File: config.mk
export PLATFORM = sky130hd
export DESIGN_NAME = clock_ctrl
export DESIGN_NICKNAME = d
export VERILOG_FILES = /design/src/rtl/clock_pkg.sv /design/src/rtl/clock_ctrl_btn_debounce.sv /design/src/rtl/clock_ctrl.sv
export SDC_FILE = /design/constraint.sdc
export NUM_CORES = 1
export LEC_CHECK = 0
export CORE_ASPECT_RATIO = 1.25
export CORE_MARGIN = 4
export CORE_UTILIZATION = 25
export CTS_BUF_LIST = sky130_fd_sc_hd__clkbuf_8
export CTS_CLUSTER_SIZE = 25
export DETAILED_ROUTE_END_ITERATION = 10
export PLACE_DENSITY = 0.45
export SETUP_SLACK_MARGIN = 0.15
export SLEW_MARGIN = 5
export SYNTH_ARGS = -nofsm -noshare
export SYNTH_HDL_FRONTEND = slang
export SYNTH_SLANG_ARGS = --single-unit
File: constraint.sdc
create_clock -name clk -period 3.9 [get_ports clk]
set_clock_uncertainty 0.2 [all_clocks]
set_input_delay 0.975 -clock clk [delete_from_list [all_inputs] [get_ports clk]]
set_output_delay 0.975 -clock clk [all_outputs]
set_load 0.01 [all_outputs]
File: src/rtl/clock_pkg.sv
`default_nettype none
// +----------------------------------------------------------------------+
// | clock_pkg: shared types, BCD limits and field stepping for clock_ctrl |
// | Rev 1.0                                                              |
// +----------------------------------------------------------------------+
package clock_pkg;

  typedef enum logic [1:0] {
    ST_RUN   = 2'd0,
    ST_SET_H = 2'd1,
    ST_SET_M = 2'd2,
    ST_SET_S = 2'd3
  } state_t;

  localparam logic [1:0] FIELD_NONE = 2'd0;
  localparam logic [1:0] FIELD_HOUR = 2'd1;
  localparam logic [1:0] FIELD_MIN  = 2'd2;
  localparam logic [1:0] FIELD_SEC  = 2'd3;

  localparam logic [7:0] HOUR_MAX   = 8'h23;
  localparam logic [7:0] MINSEC_MAX = 8'h59;

  typedef struct packed {
    logic [3:0] h2;
    logic [3:0] h1;
    logic [3:0] m2;
    logic [3:0] m1;
    logic [3:0] s2;
    logic [3:0] s1;
  } time_t;

  // Values at or above max, or with a non-decimal digit, fall back to 00.
  function automatic logic [7:0] bcd2_inc(input logic [7:0] value, input logic [7:0] max);
    logic [7:0] w_next;
    if (value[7:4] > 4'd9 || value[3:0] > 4'd9 || value >= max)
      w_next = 8'h00;
    else if (value[3:0] == 4'd9)
      w_next = {value[7:4] + 4'd1, 4'd0};
    else
      w_next = {value[7:4], value[3:0] + 4'd1};
    return w_next;
  endfunction

endpackage
`default_nettype wire

File: src/rtl/clock_ctrl_btn_debounce.sv
`default_nettype none
// +----------------------------------------------------------------------+
// | btn_debounce: 2-FF synchroniser, stability counter, press pulse      |
// | Rev 1.0                                                              |
// +----------------------------------------------------------------------+
module btn_debounce #(
  parameter int DEB_CYCLES = 1_000_000
) (
  input  logic clk,
  input  logic rst_n,
  input  logic btn,
  output logic press
);

  localparam int c_cnt_w = (DEB_CYCLES > 1) ? $clog2(DEB_CYCLES) : 1;
  localparam logic [c_cnt_w-1:0] c_cnt_last = c_cnt_w'(DEB_CYCLES - 1);

  logic               r_sync1;
  logic               r_sync2;
  logic               r_level;
  logic               r_level_d;
  logic               r_press;
  logic [c_cnt_w-1:0] r_cnt;

  always_ff @(posedge clk or negedge rst_n) begin
    if (!rst_n) begin
      r_sync1   <= 1'b0;
      r_sync2   <= 1'b0;
      r_level   <= 1'b0;
      r_level_d <= 1'b0;
      r_press   <= 1'b0;
      r_cnt     <= '0;
    end else begin
      r_sync1 <= btn;
      r_sync2 <= r_sync1;
      // Any return to the accepted level restarts the stability run.
      if (r_sync2 == r_level) begin
        r_cnt <= '0;
      end else if (r_cnt == c_cnt_last) begin
        r_cnt   <= '0;
        r_level <= r_sync2;
      end else begin
        r_cnt <= r_cnt + c_cnt_w'(1);
      end
      r_level_d <= r_level;
      r_press   <= r_level & ~r_level_d;
    end
  end

  assign press = r_press;

endmodule
`default_nettype wire

File: src/rtl/clock_ctrl.sv
`default_nettype none
// +----------------------------------------------------------------------+
// | clock_ctrl: 1 Hz trigger, button debounce and time-set FSM           |
// | Rev 1.0                                                              |
// +----------------------------------------------------------------------+
module clock_ctrl
  import clock_pkg::*;
#(
  parameter int TICK_DIV   = 100_000_000,
  parameter int DEB_CYCLES = 1_000_000
) (
  input  logic        clk,
  input  logic        rst_n,
  input  logic        mode_btn,
  input  logic        inc_btn,
  input  logic [23:0] cur_time,
  output logic        trigger,
  output logic        load_en,
  output logic [23:0] load_time,
  output logic [1:0]  edit_field,
  output logic        blink
);

  localparam int c_pw   = $clog2(TICK_DIV);
  localparam int c_half = TICK_DIV / 2;
  localparam int c_bw   = (c_half > 1) ? $clog2(c_half) : 1;
  localparam logic [c_pw-1:0] c_presc_last = c_pw'(TICK_DIV - 1);
  localparam logic [c_bw-1:0] c_blink_last = c_bw'(c_half - 1);

  logic            w_mode_ev;
  logic            w_inc_ev;
  state_t          r_state;
  time_t           r_edit;
  logic [c_pw-1:0] r_presc;
  logic [c_bw-1:0] r_bcnt;
  logic            r_trigger;
  logic            r_load_en;
  logic            r_blink;

  btn_debounce #(.DEB_CYCLES(DEB_CYCLES)) u_mode_deb (
    .clk   (clk),
    .rst_n (rst_n),
    .btn   (mode_btn),
    .press (w_mode_ev)
  );

  btn_debounce #(.DEB_CYCLES(DEB_CYCLES)) u_inc_deb (
    .clk   (clk),
    .rst_n (rst_n),
    .btn   (inc_btn),
    .press (w_inc_ev)
  );

  always_ff @(posedge clk or negedge rst_n) begin
    if (!rst_n) begin
      r_state   <= ST_RUN;
      r_edit    <= '0;
      r_presc   <= '0;
      r_bcnt    <= '0;
      r_trigger <= 1'b0;
      r_load_en <= 1'b0;
      r_blink   <= 1'b0;
    end else begin
      r_trigger <= 1'b0;
      r_load_en <= 1'b0;
      case (r_state)
        ST_RUN: begin
          if (w_mode_ev) begin
            r_state <= ST_SET_H;
            r_edit  <= time_t'(cur_time);
            r_presc <= '0;
          end else if (r_presc == c_presc_last) begin
            r_presc   <= '0;
            r_trigger <= 1'b1;
          end else begin
            r_presc <= r_presc + c_pw'(1);
          end
        end
        ST_SET_H: begin
          if (w_mode_ev)
            r_state <= ST_SET_M;
          else if (w_inc_ev)
            {r_edit.h2, r_edit.h1} <= bcd2_inc({r_edit.h2, r_edit.h1}, HOUR_MAX);
        end
        ST_SET_M: begin
          if (w_mode_ev)
            r_state <= ST_SET_S;
          else if (w_inc_ev)
            {r_edit.m2, r_edit.m1} <= bcd2_inc({r_edit.m2, r_edit.m1}, MINSEC_MAX);
        end
        ST_SET_S: begin
          if (w_mode_ev) begin
            r_state   <= ST_RUN;
            r_load_en <= 1'b1;
          end else if (w_inc_ev) begin
            {r_edit.s2, r_edit.s1} <= bcd2_inc({r_edit.s2, r_edit.s1}, MINSEC_MAX);
          end
        end
      endcase

      // Blink phase restarts on every state change so each field starts visible-off.
      if (w_mode_ev || r_state == ST_RUN) begin
        r_blink <= 1'b0;
        r_bcnt  <= '0;
      end else if (r_bcnt == c_blink_last) begin
        r_blink <= ~r_blink;
        r_bcnt  <= '0;
      end else begin
        r_bcnt <= r_bcnt + c_bw'(1);
      end
    end
  end

  assign trigger    = r_trigger;
  assign load_en    = r_load_en;
  assign load_time  = r_edit;
  assign edit_field = r_state;
  assign blink      = r_blink;

endmodule
`default_nettype wire

; ---- Word level (Yosys, flattened, before mapping)
; Index checks and enable logic that the tools add are counted.
[word_totals]
reg_bits = 132
inputBits = 28
out_inout_bits = 29
word_cells = 132
[op_classes]
n_addsub = 10
magnitude_cmp = 9
eq_ne = 25
muxes = 36
bitwise_logic = 7
reduce_logical = 21
[ops]
columns = operator, count
row1 = $mux W8, 12
row2 = $mux W20, 4
row3 = $mux W27, 2
row4 = $mux W26, 2
row5 = $pmux W8 S2, 3
row6 = $add A20 B1 Y20 const B, 2
row7 = $eq A20 B20 Y1 const B, 2
row8 = $add A27 B1 Y27 const B, 1
row9 = $eq A27 B27 Y1 const B, 1
row10 = $add A26 B1 Y26 const B, 1
row11 = $eq A26 B26 Y1 const B, 1
row12 = $add A4 B1 Y4 const B, 6
row13 = $gt A4 B4 Y1 const B, 6
row14 = $mux W24, 1
row15 = $ge A8 B7 Y1 const B, 2
row16 = $reduce_and A4 Y1, 4
row17 = $reduce_and A5 Y1, 3
row18 = $ne A2 B1 Y1 const B, 7
row19 = $eq A4 B4 Y1 const B, 3
row20 = $ne A3 B3 Y1 const B, 3
row21 = $ge A8 B6 Y1 const B, 1
row22 = $mux W2, 4
row23 = $pmux W2 S4, 1
row24 = $reduce_bool A2 Y1, 4
row25 = other kinds (10), 32

; ---- Depth between registers and ports, before layout
[depth]
ltp_word = 7
ltp_mapped = 9
ltp_nobuf = 7

; ---- Modules after synthesis
; From an unflattened synthesis, not the netlist that was laid out.
[unflattened]
cells_unflattened = 726
hier_area_um2 = 6976.7
[by_module_without_submodules]
columns = mod, n_inst, cells_each, area_per_inst_um2, seq_area_each_um2
row1 = clock_ctrl, 1, 504, 4634.4, 2052.0
row2 = btn_debounce, 2, 111, 1171.1, 625.6

; ---- Least setup slack after synthesis
; OpenSTA, ideal clock, no wires.
[synth_path]
kind = register to register
startpoint = reg r_edit, in the netlist load_time[20]
endpoint = reg r_edit, in the netlist load_time[20]
setup_ns = 0.121
arrival_ns = 1.919
t_required_ns = 3.579
slack_ns = 1.660
path_stages_with_launch = 6
n_path_buf = 0
period_less_slack_ns = 2.240
cell_sequence = dfrtp_1 > ha_1 > or4b_2 > o21bai_1 > o21a_1 > o22a_1
[synth_via]
elab_chain_cells = 7
elab_cells_between_ends = 12
cone_classes = add/sub: 1 / order compare: 2 / eq/ne: 1 / mux: 5 / reduce/logical: 3
[synth_lines]
columns = element, line_no
row1 = start: declaration, clock_ctrl.sv:33  ; time_t r_edit;
row2 = start signal: assignment, clock_ctrl.sv:70  ; r_edit <= time_t'(cur_time);
row3 = branches (longest 7 deep; another with $ge A8 B6 Y1), --
; Parallel ways; which one is timed is not known. The select of a mux whose other input is x is not followed.
; A chain may end at the register's enable or synchronous reset.

; ---- Worst setup path in the final report
[layout_path]
startpoint = reg r_edit, in the netlist load_time[18]
endpoint = out load_time[18]
[layout_rtl]
columns = element, line_no
row1 = end: declaration, clock_ctrl.sv:19  ; output logic [23:0] load_time,
; No word-level cell between the ends.

==> reports/metrics.cfg <==
[die]
die_y_microns=195
initial_core_util_pct=25.3
die_w_microns=158
coreArea_sq_um=27700
io_pins=57
placementRows=68
dieArea_sq_um=30800

[clock_network]
root_buffer=clkbuf_8
postCtsSetupBuffers=0
htree_levels=4
clkSlewWorstSetupHoldPaths_ps=90
clockBufferDepth=2
ctsResizeCount=0
clock_sinks=132
postCtsHoldBufs=0
clkLatencyLatePin_ps=440
cts_tree=yes
cts-buffers-inserted=17

[critical_path]
critPathKind=reg2out
crit_fanout=10
path_cells=clkdlybuf4s50_1
cp.buffers_inverters=1
start_kind=flip-flop
arrival_ps=1550
cp_slowest_cell=clkdlybuf4s50_1
slowest_delay_ps=600
cp-end-kind=output port
required_ps=2720
critPathTopFamily=buffers and inverters

[logic_synthesis]
synth.cell_area_sq_um=7010
synthTopCellsByCount=132 x dfrtp_1, 101 x nor2_1, 61 x nand2_1
syn-num-nets=788
synthCells=743
synth_cell_types=64
synth_top_area_cell=dfrtp_1
syn_avg_cell_area_sq_um=9.43
ys_seq_area_share_pct=47.1
synthArstFlopShare_pct=100
synth-edff-count=0
ys_ff_latch=132
ys.flop_type=dfrtp_1
synth_most_common_cell=dfrtp_1
yosys_warnings=0
synth.top_cell.area_share_pct=47.1
yosys-top-cells-area=dfrtp_1 47%, nor2_1 5.4%, xor2_1 3.9%

[pwr]
p_int_mw=2.31
ir_drop_v=0.000196
clockPowerShare_pct=50.1
p_sw_share_pct=21.3
p_leak_nw=3.57
p_seq_share_pct=47.1
p_switching_mw=0.626
power.density_nw_per_um2=347
pwr-share-comb_pct=2.8

[worst_hold_path]
hold_path_class=reg2reg

[drt]
drt_wl_total_microns=15800
drtIter0Drc=232
vias=5502
antenna_left=0
viasPerCell=4.73
dr.pass1.iters=5
avgRoutedWirePerCell_microns=13.6
drc=0

[place]
postPlaceCellArea_sq_um=7940
port_buffers=56
gp_congestion=0.738
place_inst=1131
dpl.hpwl_microns=11000

[finish]
drive_above_1_share_pct=7.01
nets=845
fin_cells=1163
design_area_sq_um=8450
insertedDiodeCount=0
areaGrowthSynthToFinish_pct=20.6

[sta]
hold_violations=0
rsz0062_at_grt=no
fin_crit_sh_pct=70.0
setup_violations=0
max_clock_freq_mhz=366
finalSetupTns_ps=0
fin_hold_ws_ps=158
relSlewSlack_pct=37.1
tightest_slew_ps=940
period_minus_slack_ps=2730
slew_viol_final=0

[flow_run]
drv_cap=0

[global_routing]
grt_max_degree=74
grt_pass1_vias=5451
grt_usage_pct=10.6
antenna_found_initial=0
grt_overflow_total=0
grt_pass1_wl_microns=27200

[outcome]
run_status=complete, no violations

-- sequential cells by signal (all words and copies together), names as in the netlist --
signal                cells
u_mode_deb.r_level_d      1
load_en                   1
blink                     1
u_mode_deb.r_level        1
u_inc_deb.press           1
u_mode_deb.r_cnt         20
u_inc_deb.r_sync2         1
u_mode_deb.r_sync1        1
edit_field                2
load_time                24
r_presc                  27
u_mode_deb.press          1
r_bcnt                   26
trigger                   1
u_inc_deb.r_level         1
u_inc_deb.r_cnt          20
u_mode_deb.r_sync2        1
u_inc_deb.r_sync1         1
u_inc_deb.r_level_d       1
-- per-stage QoR --
step | util [%] | setup slack (ps) | total power, mW
after global placement | 28.7 | 1280 | 1.49
after floorplan | - | 1660 | 1.43
after CTS | 30.6 | 1130 | 2.99
after global routing | 30.6 | 1020 | 3.07
final | 30.6 | 1170 | 2.93
after detailed placement | 28.7 | 1240 | 1.49
-- logic make-up (layout without fill, tap and decap cells) --
kind of cell | Yosys count | after routing | synth area share, %
flops | 132 | 132 | 47.1
buf+inv | 58 | 128 | 3.48
mux | 8 | 8 | 1.21
simple gates | 326 | 326 | 24.5
fa+ha+maj | 17 | 17 | 3.04
xor+xnor | 61 | 61 | 7.62
compound gates | 141 | 141 | 13.0
-- final timing paths --
check,from,endpoint,slack (ps),cells after the start
max,load_time[18]$_DFFE_PN0P_,load_time[18],1170,1
min,u_mode_deb.r_sync1$_DFF_PN0_,u_mode_deb.r_sync2$_DFF_PN0_,160,0
max reg2reg,r_bcnt[0]$_DFF_PN0_,r_bcnt[7]$_DFF_PN0_,1240,6
min reg2reg,u_mode_deb.r_sync1$_DFF_PN0_,u_mode_deb.r_sync2$_DFF_PN0_,160,0
max in group asynchronous,rst_n,u_mode_deb.r_cnt[10]$_DFF_PN0_,2290,2
min in group asynchronous,rst_n,load_time[6]$_DFFE_PN0P_,310,1
-- layer usage --
layer  share of wire [%]  track usage [%]  vias to the layer above
li1                    -                -                     2739
met4                 1.3             3.35                        0
met5                   0                0                        -
met3                 3.6             2.24                       14
met2                  46             17.1                       93
met1                  49             14.3                     2656
-- area by class of cell --
| cell class | count | area [sq um] |
|---|---|---|
| clock inverters | 15 | 278 |
| multi-input cells | 553 | 3460 |
| repair buffers | 60 | 604 |
| clock buffers | 17 | 234 |
| flip-flops and latches | 132 | 3300 |
| inverters | 36 | 135 |
| fillers | 2912 | 19200 |
| well taps | 350 | 438 |
-- power groups by stage --
| stage | sequential, mW | combinational (mW) | clock, mW |
|---|---|---|---|
| 6_report | 1.38 | 0.0820 | 1.47 |
| 2_1_floorplan | 1.41 | 0.0215 | 0 |
| 3_3_place_gp | 1.41 | 0.0868 | 0 |
| 4_1_cts | 1.38 | 0.0867 | 1.53 |
| 3_5_place_dp | 1.41 | 0.0859 | 0 |
| 5_1_grt | 1.38 | 0.0959 | 1.59 |
-- layout by cell type (no fill, tap or decap), types with 20 or more instances in the layout --
| cell | instances |
|---|---|
| nand2_1 | 61 |
| nor2_1 | 101 |
| xor2_1 | 31 |
| o21ai_0 | 38 |
| clkdlybuf4s50_1 | 55 |
| a21oi_1 | 27 |
| dfrtp_1 | 132 |
| nor3_1 | 20 |
| inv_1 | 35 |
| xnor2_1 | 30 |
| nand3_1 | 43 |
(Power assumes the default switching activity.)
